`config.mk`:
```
export PLATFORM = sky130hd
export DESIGN_NAME = wb_port_scheduler
export DESIGN_NICKNAME = d
export VERILOG_FILES = /design/src/rtl/wb_port_scheduler.sv
export SDC_FILE = /design/constraint.sdc
export NUM_CORES = 1
export LEC_CHECK = 0
export ABC_AREA = 1
export CAP_MARGIN = 40
export CORE_ASPECT_RATIO = 2
export CORE_MARGIN = 2
export CORE_UTILIZATION = 43
export CTS_BUF_LIST = sky130_fd_sc_hd__clkbuf_4 sky130_fd_sc_hd__clkbuf_8
export CTS_CLUSTER_DIAMETER = 200
export DETAILED_ROUTE_END_ITERATION = 8
export PLACE_DENSITY_LB_ADDON = 0.12
export SLEW_MARGIN = 20
export SYNTH_ARGS = -nofsm -noshare
export SYNTH_HDL_FRONTEND = slang
export SYNTH_SLANG_ARGS = --single-unit
```
`constraint.sdc`:
```
create_clock -name clk -period 2.2 [get_ports clk]
set_clock_uncertainty 0.2 [all_clocks]
set_input_delay 0.55 -clock clk [delete_from_list [all_inputs] [get_ports clk]]
set_output_delay 0.55 -clock clk [all_outputs]
set_load 0.05 [all_outputs]
```
`src/rtl/wb_port_scheduler.sv`:
```
// Arbitrates the single RegFile write port between pipeline writeback (A) and a
// long-latency unit (B), tracks B destinations for decode hazards, and forces a slot when B starves.
//
//  state  | meaning
//  NORMAL | A has priority, B takes idle slots
//  FORCE  | B starved; stall_req asks the pipeline to leave the next slot free
module wb_port_scheduler #(
    parameter int STARVE_LIMIT = 4,
    parameter int CNT_W        = 3
) (
    input  logic        clk,
    input  logic        rst_n,
    input  logic        a_we,
    input  logic [4:0]  a_adr,
    input  logic [31:0] a_data,
    input  logic        b_valid,
    input  logic [4:0]  b_adr,
    input  logic [31:0] b_data,
    output logic        b_ready,
    input  logic        issue_valid,
    input  logic [4:0]  issue_rd,
    input  logic [4:0]  dec_rs1,
    input  logic [4:0]  dec_rs2,
    input  logic [4:0]  dec_rd,
    output logic        hazard,
    output logic        stall_req,
    output logic        we_wb,
    output logic [4:0]  wadr,
    output logic [31:0] wb_data
);

    typedef enum logic {NORMAL = 1'b0, FORCE = 1'b1} state_t;

    localparam logic [CNT_W-1:0] LIMIT = CNT_W'(STARVE_LIMIT);

    state_t           state;
    logic [CNT_W-1:0] wait_cnt;
    logic [31:0]      busy;
    logic [31:0]      set_mask;
    logic [31:0]      clr_mask;
    logic             b_hs;
    logic             b_starved;

    // Port mux: A can never be back-pressured, so it always wins.
    always_comb begin
        we_wb   = 1'b0;
        wadr    = 5'd0;
        wb_data = 32'd0;
        b_ready = 1'b0;
        if (a_we) begin
            we_wb   = (a_adr != 5'd0);
            wadr    = a_adr;
            wb_data = a_data;
        end else if (b_valid) begin
            we_wb   = (b_adr != 5'd0);
            wadr    = b_adr;
            wb_data = b_data;
            b_ready = 1'b1;
        end
    end

    assign b_hs      = b_valid & b_ready;
    assign b_starved = b_valid & ~b_ready;

    always_comb begin
        set_mask = 32'd0;
        clr_mask = 32'd0;
        if (issue_valid && issue_rd != 5'd0)
            set_mask[issue_rd] = 1'b1;
        if (b_hs)
            clr_mask[b_adr] = 1'b1;
    end

    // Set is applied after clear so a same-cycle reissue of the destination stays busy.
    always_ff @(posedge clk or negedge rst_n) begin
        if (!rst_n)
            busy <= 32'd0;
        else
            busy <= ((busy & ~clr_mask) | set_mask) & 32'hFFFF_FFFE;
    end

    assign hazard = busy[dec_rs1] | busy[dec_rs2] | busy[dec_rd];

    always_ff @(posedge clk or negedge rst_n) begin
        if (!rst_n) begin
            wait_cnt  <= '0;
            state     <= NORMAL;
            stall_req <= 1'b0;
        end else begin
            if (!b_starved)
                wait_cnt <= '0;
            else if (wait_cnt != LIMIT)
                wait_cnt <= wait_cnt + 1'b1;

            case (state)
                NORMAL: begin
                    if (wait_cnt == LIMIT) begin
                        state     <= FORCE;
                        stall_req <= 1'b1;
                    end
                end
                FORCE: begin
                    if (b_hs || !b_valid) begin
                        state     <= NORMAL;
                        stall_req <= 1'b0;
                    end
                end
                default: begin
                    state     <= NORMAL;
                    stall_req <= 1'b0;
                end
            endcase
        end
    end

endmodule

```
Yosys cells after proc, flatten, opt, wreduce, memory -nomap -nowiden
Cells that the tools add are included.
{ "classes": {"eq_ne": 5, "n_lt_le_gt_ge": 7, "bitwise": 9, "add_sub_neg": 1, "n_reduce_logical": 9, "n_mux": 28} }
{ "op_table": {"columns": ["operator", "count"], "rows": [
  ["32-bit 2-to-1 mux", 4],
  ["32-bit AND", 1],
  ["32-bit inverter", 1],
  ["32-bit bitwise OR", 1],
  ["5-bit by 6-bit less-than comparator with 1-bit output, second input constant", 5],
  ["1-bit binary-select mux with 5-bit select", 3],
  ["5-bit nonzero test", 3],
  ["1-bit 2-to-1 mux", 13],
  ["1-bit demux with 5-bit select", 2],
  ["5-bit by 1-bit greater-or-equal comparator with 1-bit output, second input constant", 2],
  ["5-bit 2-to-1 mux", 2],
  ["3-bit 2-to-1 mux", 2],
  ["2-bit by 1-bit inequality test with 1-bit output, second input constant", 2],
  ["1-bit one-hot mux with 2 select lines", 2],
  ["3-bit by 1-bit adder with 3-bit output, second input constant", 1],
  ["3-bit == test, second input constant", 1],
  ["1-bit logical AND", 3],
  ["3-bit inequality test, second input constant", 1],
  ["1-bit AND", 2],
  ["2-bit inequality test, second input constant", 1],
  ["1-bit inverter", 2],
  ["1-bit bitwise OR", 2],
  ["2-bit AND reduction", 1],
  ["1-bit logical NOT", 1],
  ["1-bit logical OR", 1]
]} }
{ "word_totals": {"out_inout_bits": 41, "register_bits": 36, "wordCells": 63, "input_bits": 99} }

Depth between registers and ports, before layout
{ "depth": {"word_depth": 8, "depth_mapped": 11, "ltp_nobuf": 9} }

Worst setup path after synthesis
OpenSTA, ideal clock, no wires.
{ "synth_timing": {"kind": "input to output", "start": "in a_we", "end": "out wadr[2]", "t_arrival_ps": 1944, "t_required_ps": 1450, "path_slack_ps": -494, "n_path_buf": 1, "cell_stages": 4, "cell_sequence": "buf_4 -> clkinv_2 -> nand2_4 -> o21ai_0"} }
{ "synth_between": {"elab_chain_len": 1} }
{ "synth_rtl": {"columns": ["element", "line_no", "source"], "rows": [
  ["from (decl)", "13", "input logic a_we,"],
  ["5-bit 2-to-1 mux", "50", "if (a_we) begin"],
  ["to (decl)", "28", "output logic [4:0] wadr,"]
]} }
Every way passes these cells.

Worst setup path after layout
{ "layout_timing": {"start": "in dec_rd[0]", "end": "out hazard"} }
{ "layout_between": {"elab_chain_len": 3} }
{ "layout_rtl": {"columns": ["element", "line_no", "source"], "rows": [
  ["from (decl)", "24", "input logic [4:0] dec_rd,"],
  ["1-bit binary-select mux with 5-bit select", "82", "assign hazard = busy[dec_rs1] | busy[dec_rs2] | busy[dec_rd];"],
  ["1-bit 2-to-1 mux (not written as such)", "82", null],
  ["1-bit bitwise OR", "82", null],
  ["to (decl)", "25", "output logic hazard,"]
]} }
Every way passes these cells. The select of a mux whose other input is x is not followed.

==> impl_table.tex <==
\begin{tabular}{lr}
\hline
Metric & Value \\
\hline
\multicolumn{2}{l}{\textbf{Status}} \\
Result of the run & complete, but fails checks \\
Failing checks & setup timing \\
\multicolumn{2}{l}{\textbf{Layout}} \\
Fraction of layout cells with a size suffix above 1 & 0.2859 \\
Final \#Nets & a little over 700 \\
Count of fill cells added during filler insertion & approximately 510 \\
Post-route core utilization & 0.7576 \\
P\&R area growth vs syn & 73.24\% \\
Most common library cell in the layout ignoring fill and taps & sky130\_fd\_sc\_hd\_\_nand2\_1 \\
Final cell count without fillers & roughly 700 \\
Final instance area & around 5200 µm² \\
Most frequent cells in the layout & 117 x sky130\_fd\_sc\_hd\_\_nand2\_1, 82 x sky130\_fd\_sc\_hd\_\_nand3\_1, 76 x sky130\_fd\_sc\_hd\_\_clkdlybuf4s50\_1 \\
Count of inserted antenna diode cells & 0 \\
\multicolumn{2}{l}{\textbf{Placed design}} \\
Routability congestion estimate from global placement & between 0.9 and 1 \\
Post-detailed-placement cell area & 4748 µm² \\
Number of I/O port buffers & 139 \\
HPWL Detailed & approximately 9.1 mm \\
Placed Cells incl. Taps & 692 \\
\multicolumn{2}{l}{\textbf{STA}} \\
Max-slew headroom & 0.7080 \\
Hold violation count in the final report & 0 \\
Minimum clock period after layout & $\sim$2300 ps \\
Worst Tran Pin Value & 438.0 ps \\
PnR worst setup slack & -148.3 ps \\
Max frequency & 425.8 MHz \\
Accumulated negative setup slack & -148.3 ps \\
Max-slew violation total from the final report & 0 \\
\# setup viols final & 1 \\
Post-route clock period utilization & 1.067 \\
RSZ-0062 raised after global routing & true \\
\multicolumn{2}{l}{\textbf{Critical path}} \\
Cell type group with the largest total delay on the critical path & simple AND/OR/NAND/NOR gates \\
CP arrival & 1600 ps \\
Highest-delay cell along the critical path & sky130\_fd\_sc\_hd\_\_buf\_12 \\
Delay of the slowest critical-path stage & 150 ps \\
Type of element capturing the critical path & primary output \\
Start-to-end type of the worst setup path & input port to primary output \\
Chain of cells forming the critical path & buf\_12 > buf\_12 > nand2\_1 > nand2\_1 > nand2\_1 > nand3\_2 > nand3\_1 > nand3\_2 > nand2\_2 > nand3\_4 > buf\_12 \\
Count of cells along the worst register-to-register path & 6 \\
Critical path launch point type & input port \\
Required time of the critical path & about 1500 ps \\
Number of logic stages on the critical path including buffering & 11 \\
Count of buffering cells on the critical path with inverters included & 3 \\
Largest fanout on the critical path & 5 \\
\multicolumn{2}{l}{\textbf{GRT}} \\
Met3 Usage GRT & 0.07572 \\
Largest net degree at the start of global routing & 37 \\
GRT Overall Usage & 0.3138 \\
Global routing met1 resource utilization & 0.3467 \\
Final global-route overflow total & 0 \\
Met2 GRT Util & 0.5592 \\
First-pass GRT wire length & between 15 and 20 mm \\
Number of antenna violations at the first check in global routing & 0 \\
Global-route layer with the greatest usage & met2 \\
Vias in the first global route & approximately 3800 \\
\multicolumn{2}{l}{\textbf{Floorplanning}} \\
Die ar. & 7671 µm² \\
Io pins & 140 \\
Effective utilization at floorplan & 0.4373 \\
Horizontal die dimension & roughly 63 µm \\
DIE HEIGHT & around 120 µm \\
Core region area & 6833 µm² \\
Row count & 43 \\
\multicolumn{2}{l}{\textbf{Clock tree}} \\
Post-CTS clock slew at the launch and capture registers of the worst setup and hold paths & about 70 ps \\
Total clock buffers created by CTS & 5 \\
TritonCTS clock tree & built \\
Clock Latency Late Sink & between 200 and 300 ps \\
Buffers from clock root to sink, at most & 2 \\
Hold-fix buffer count after cts & 0 \\
Cell at the root of the clock tree & sky130\_fd\_sc\_hd\_\_clkbuf\_8 \\
H-tree depth & 2 \\
CTS sink count & 36 \\
\multicolumn{2}{l}{\textbf{Power and ir drop}} \\
Maximum ir drop on the vdd rail & 0.0004828 V \\
Static Leakage & about 2.4 nW \\
PwrDens & approximately 550 nW/µm² \\
Total power after layout & between 0.002 and 0.003 W \\
\multicolumn{2}{l}{\textbf{Synthesis}} \\
Net count after synthesis & roughly 550 \\
Count of distinct cell types in the synthesized netlist & 29 \\
Sequential-to-total area share from yosys stat & 0.3015 \\
Total of flip-flops plus latches after synthesis & 36 \\
Async SR Flop Fraction & 1.000 \\
Number of instances in the synthesized netlist & 450 \\
Post-Syn Area & between 2000 and 3000 µm² \\
Synthesized area divided by synthesized cell count & roughly 6.6 µm² \\
Post-synth EDFFs & 0 \\
Top\_reg\_cell synth & sky130\_fd\_sc\_hd\_\_dfrtp\_1 \\
Ys Warns & 0 \\
\multicolumn{2}{l}{\textbf{Detailed routing}} \\
Number of iterations in the first detailed-routing pass & 4 \\
Detailed-route wire length & around 12 mm \\
Number of nets with antenna violations after detailed routing & 0 \\
Via Count & slightly below 4000 \\
Average detailed-routed wire length per instance & 16.90 µm \\
Iteration-0 DRC count of the detailed router & roughly 250 \\
Vias/cell & $\sim$5.5 \\
Total DRC errors in the routed layout & 0 \\
\multicolumn{2}{l}{\textbf{Min path}} \\
Hold WC Path Type & flop to flop \\
Number of instances on the worst hold path & 1 \\
\multicolumn{2}{l}{\textbf{Job}} \\
Max Cap Viol & 0 \\
\hline
\end{tabular}
## metal layers
| layer | share of wire | vias up |
|---|---|---|
| li1 | - | 1875 |
| met1 | 0.35 | 1789 |
| met2 | 0.53 | 187 |
| met3 | 0.078 | 36 |
| met4 | 0.038 | 0 |
| met5 | 0 | - |
## cell usage after synthesis, types with 2 or more instances
cell | n | area share
sky130_fd_sc_hd__inv_1 | 44 | 0.055
sky130_fd_sc_hd__o22ai_1 | 2 | 0.0042
sky130_fd_sc_hd__buf_4 | 4 | 0.010
sky130_fd_sc_hd__buf_6 | 4 | 0.015
sky130_fd_sc_hd__dfrtp_1 | 36 | 0.30
sky130_fd_sc_hd__inv_2 | 3 | 0.0038
sky130_fd_sc_hd__o21ai_1 | 18 | 0.030
sky130_fd_sc_hd__buf_2 | 8 | 0.013
sky130_fd_sc_hd__a21oi_1 | 3 | 0.0050
sky130_fd_sc_hd__clkbuf_1 | 3 | 0.0038
sky130_fd_sc_hd__a22o_1 | 32 | 0.094
sky130_fd_sc_hd__inv_4 | 2 | 0.0042
sky130_fd_sc_hd__nand3_4 | 3 | 0.018
sky130_fd_sc_hd__nand2_1 | 121 | 0.15
sky130_fd_sc_hd__nand3_1 | 94 | 0.16
sky130_fd_sc_hd__ha_1 | 2 | 0.0084
sky130_fd_sc_hd__o21ai_0 | 49 | 0.082
sky130_fd_sc_hd__nor2_1 | 11 | 0.014
## sequential cells by signal, indices dropped and copies added, names as in the netlist
register and flops:
state 1, wait_cnt 3, busy 31, stall_req 1
## through the flow
step	setup WS, ps	hold slack (ps)
2_1_floorplan	-186.7	54.41
3_3_place_gp	-621.5	234.7
3_5_place_dp	-622.3	228.4
4_1_cts	-123.1	244.9
5_1_grt	-238.9	313.6
6_report	-148.3	246.3
## worst paths after layout
path                       slack, ps                       to                     from
setup / recovery                -150                   hazard                dec_rd[0]
hold / removal                   250    stall_req$_DFFE_PN0P_          state$_DFF_PN0_
setup reg to reg                 790    stall_req$_DFFE_PN0P_  wait_cnt[0]$_DFFE_PN0P_
hold reg to reg                  250    stall_req$_DFFE_PN0P_          state$_DFF_PN0_
max in group asynchronous       1010       busy[22]$_DFF_PN0_                    rst_n
min in group asynchronous        450  wait_cnt[1]$_DFFE_PN0P_                    rst_n
## what timing repair did
action	in CTS	in global routing
hold endpoints to repair	0	0
buffers inserted	3	0
pin swaps	33	8
gates resized for setup	113	14
endpoints found under the setup margin	40	4
cloned	6	0
## area by class of cell
| type | instances | area [µm²] | share of cell area |
|---|---|---|---|
| clock inverter | 3 | 42.54 | 0.008219 |
| inverter | 51 | 231.5 | 0.04472 |
| multi-input combinational | 344 | 2053 | 0.3967 |
| sequential | 36 | 902.1 | 0.1743 |
| clock buffer | 5 | 68.82 | 0.01329 |
| tap | 90 | 112.6 | 0.02175 |
| timing repair buffer | 179 | 1757 | 0.3394 |
| timing repair inverter | 1 | 8.758 | 0.001692 |
## report_power, final
group	switching (W)	internal [W]	leakage [nW]
Clock	0.000238	0.000335	0.0541
Combinational	0.000733	0.000579	1.93
Sequential	0.000173	0.000806	0.437
## logic make-up after synthesis
family,count (synthesis),synth area share
buffers and inverters,70,0.1101
AOI/OAI and AO/OA,107,0.2228
DFF,36,0.3015
adders and majority gates,2,0.008374
and+or+nand+nor,234,0.3543
xor gates and xnor gates,1,0.002932
## worst register-to-register path: cells and delay by family (launching register included)
family	cells	cell delay (ps)
flops	1	410
simple gates	1	140
compound gates	2	190
fa+ha+maj	1	190
buf+inv	2	160
Power figures use the tool's default switching activity.
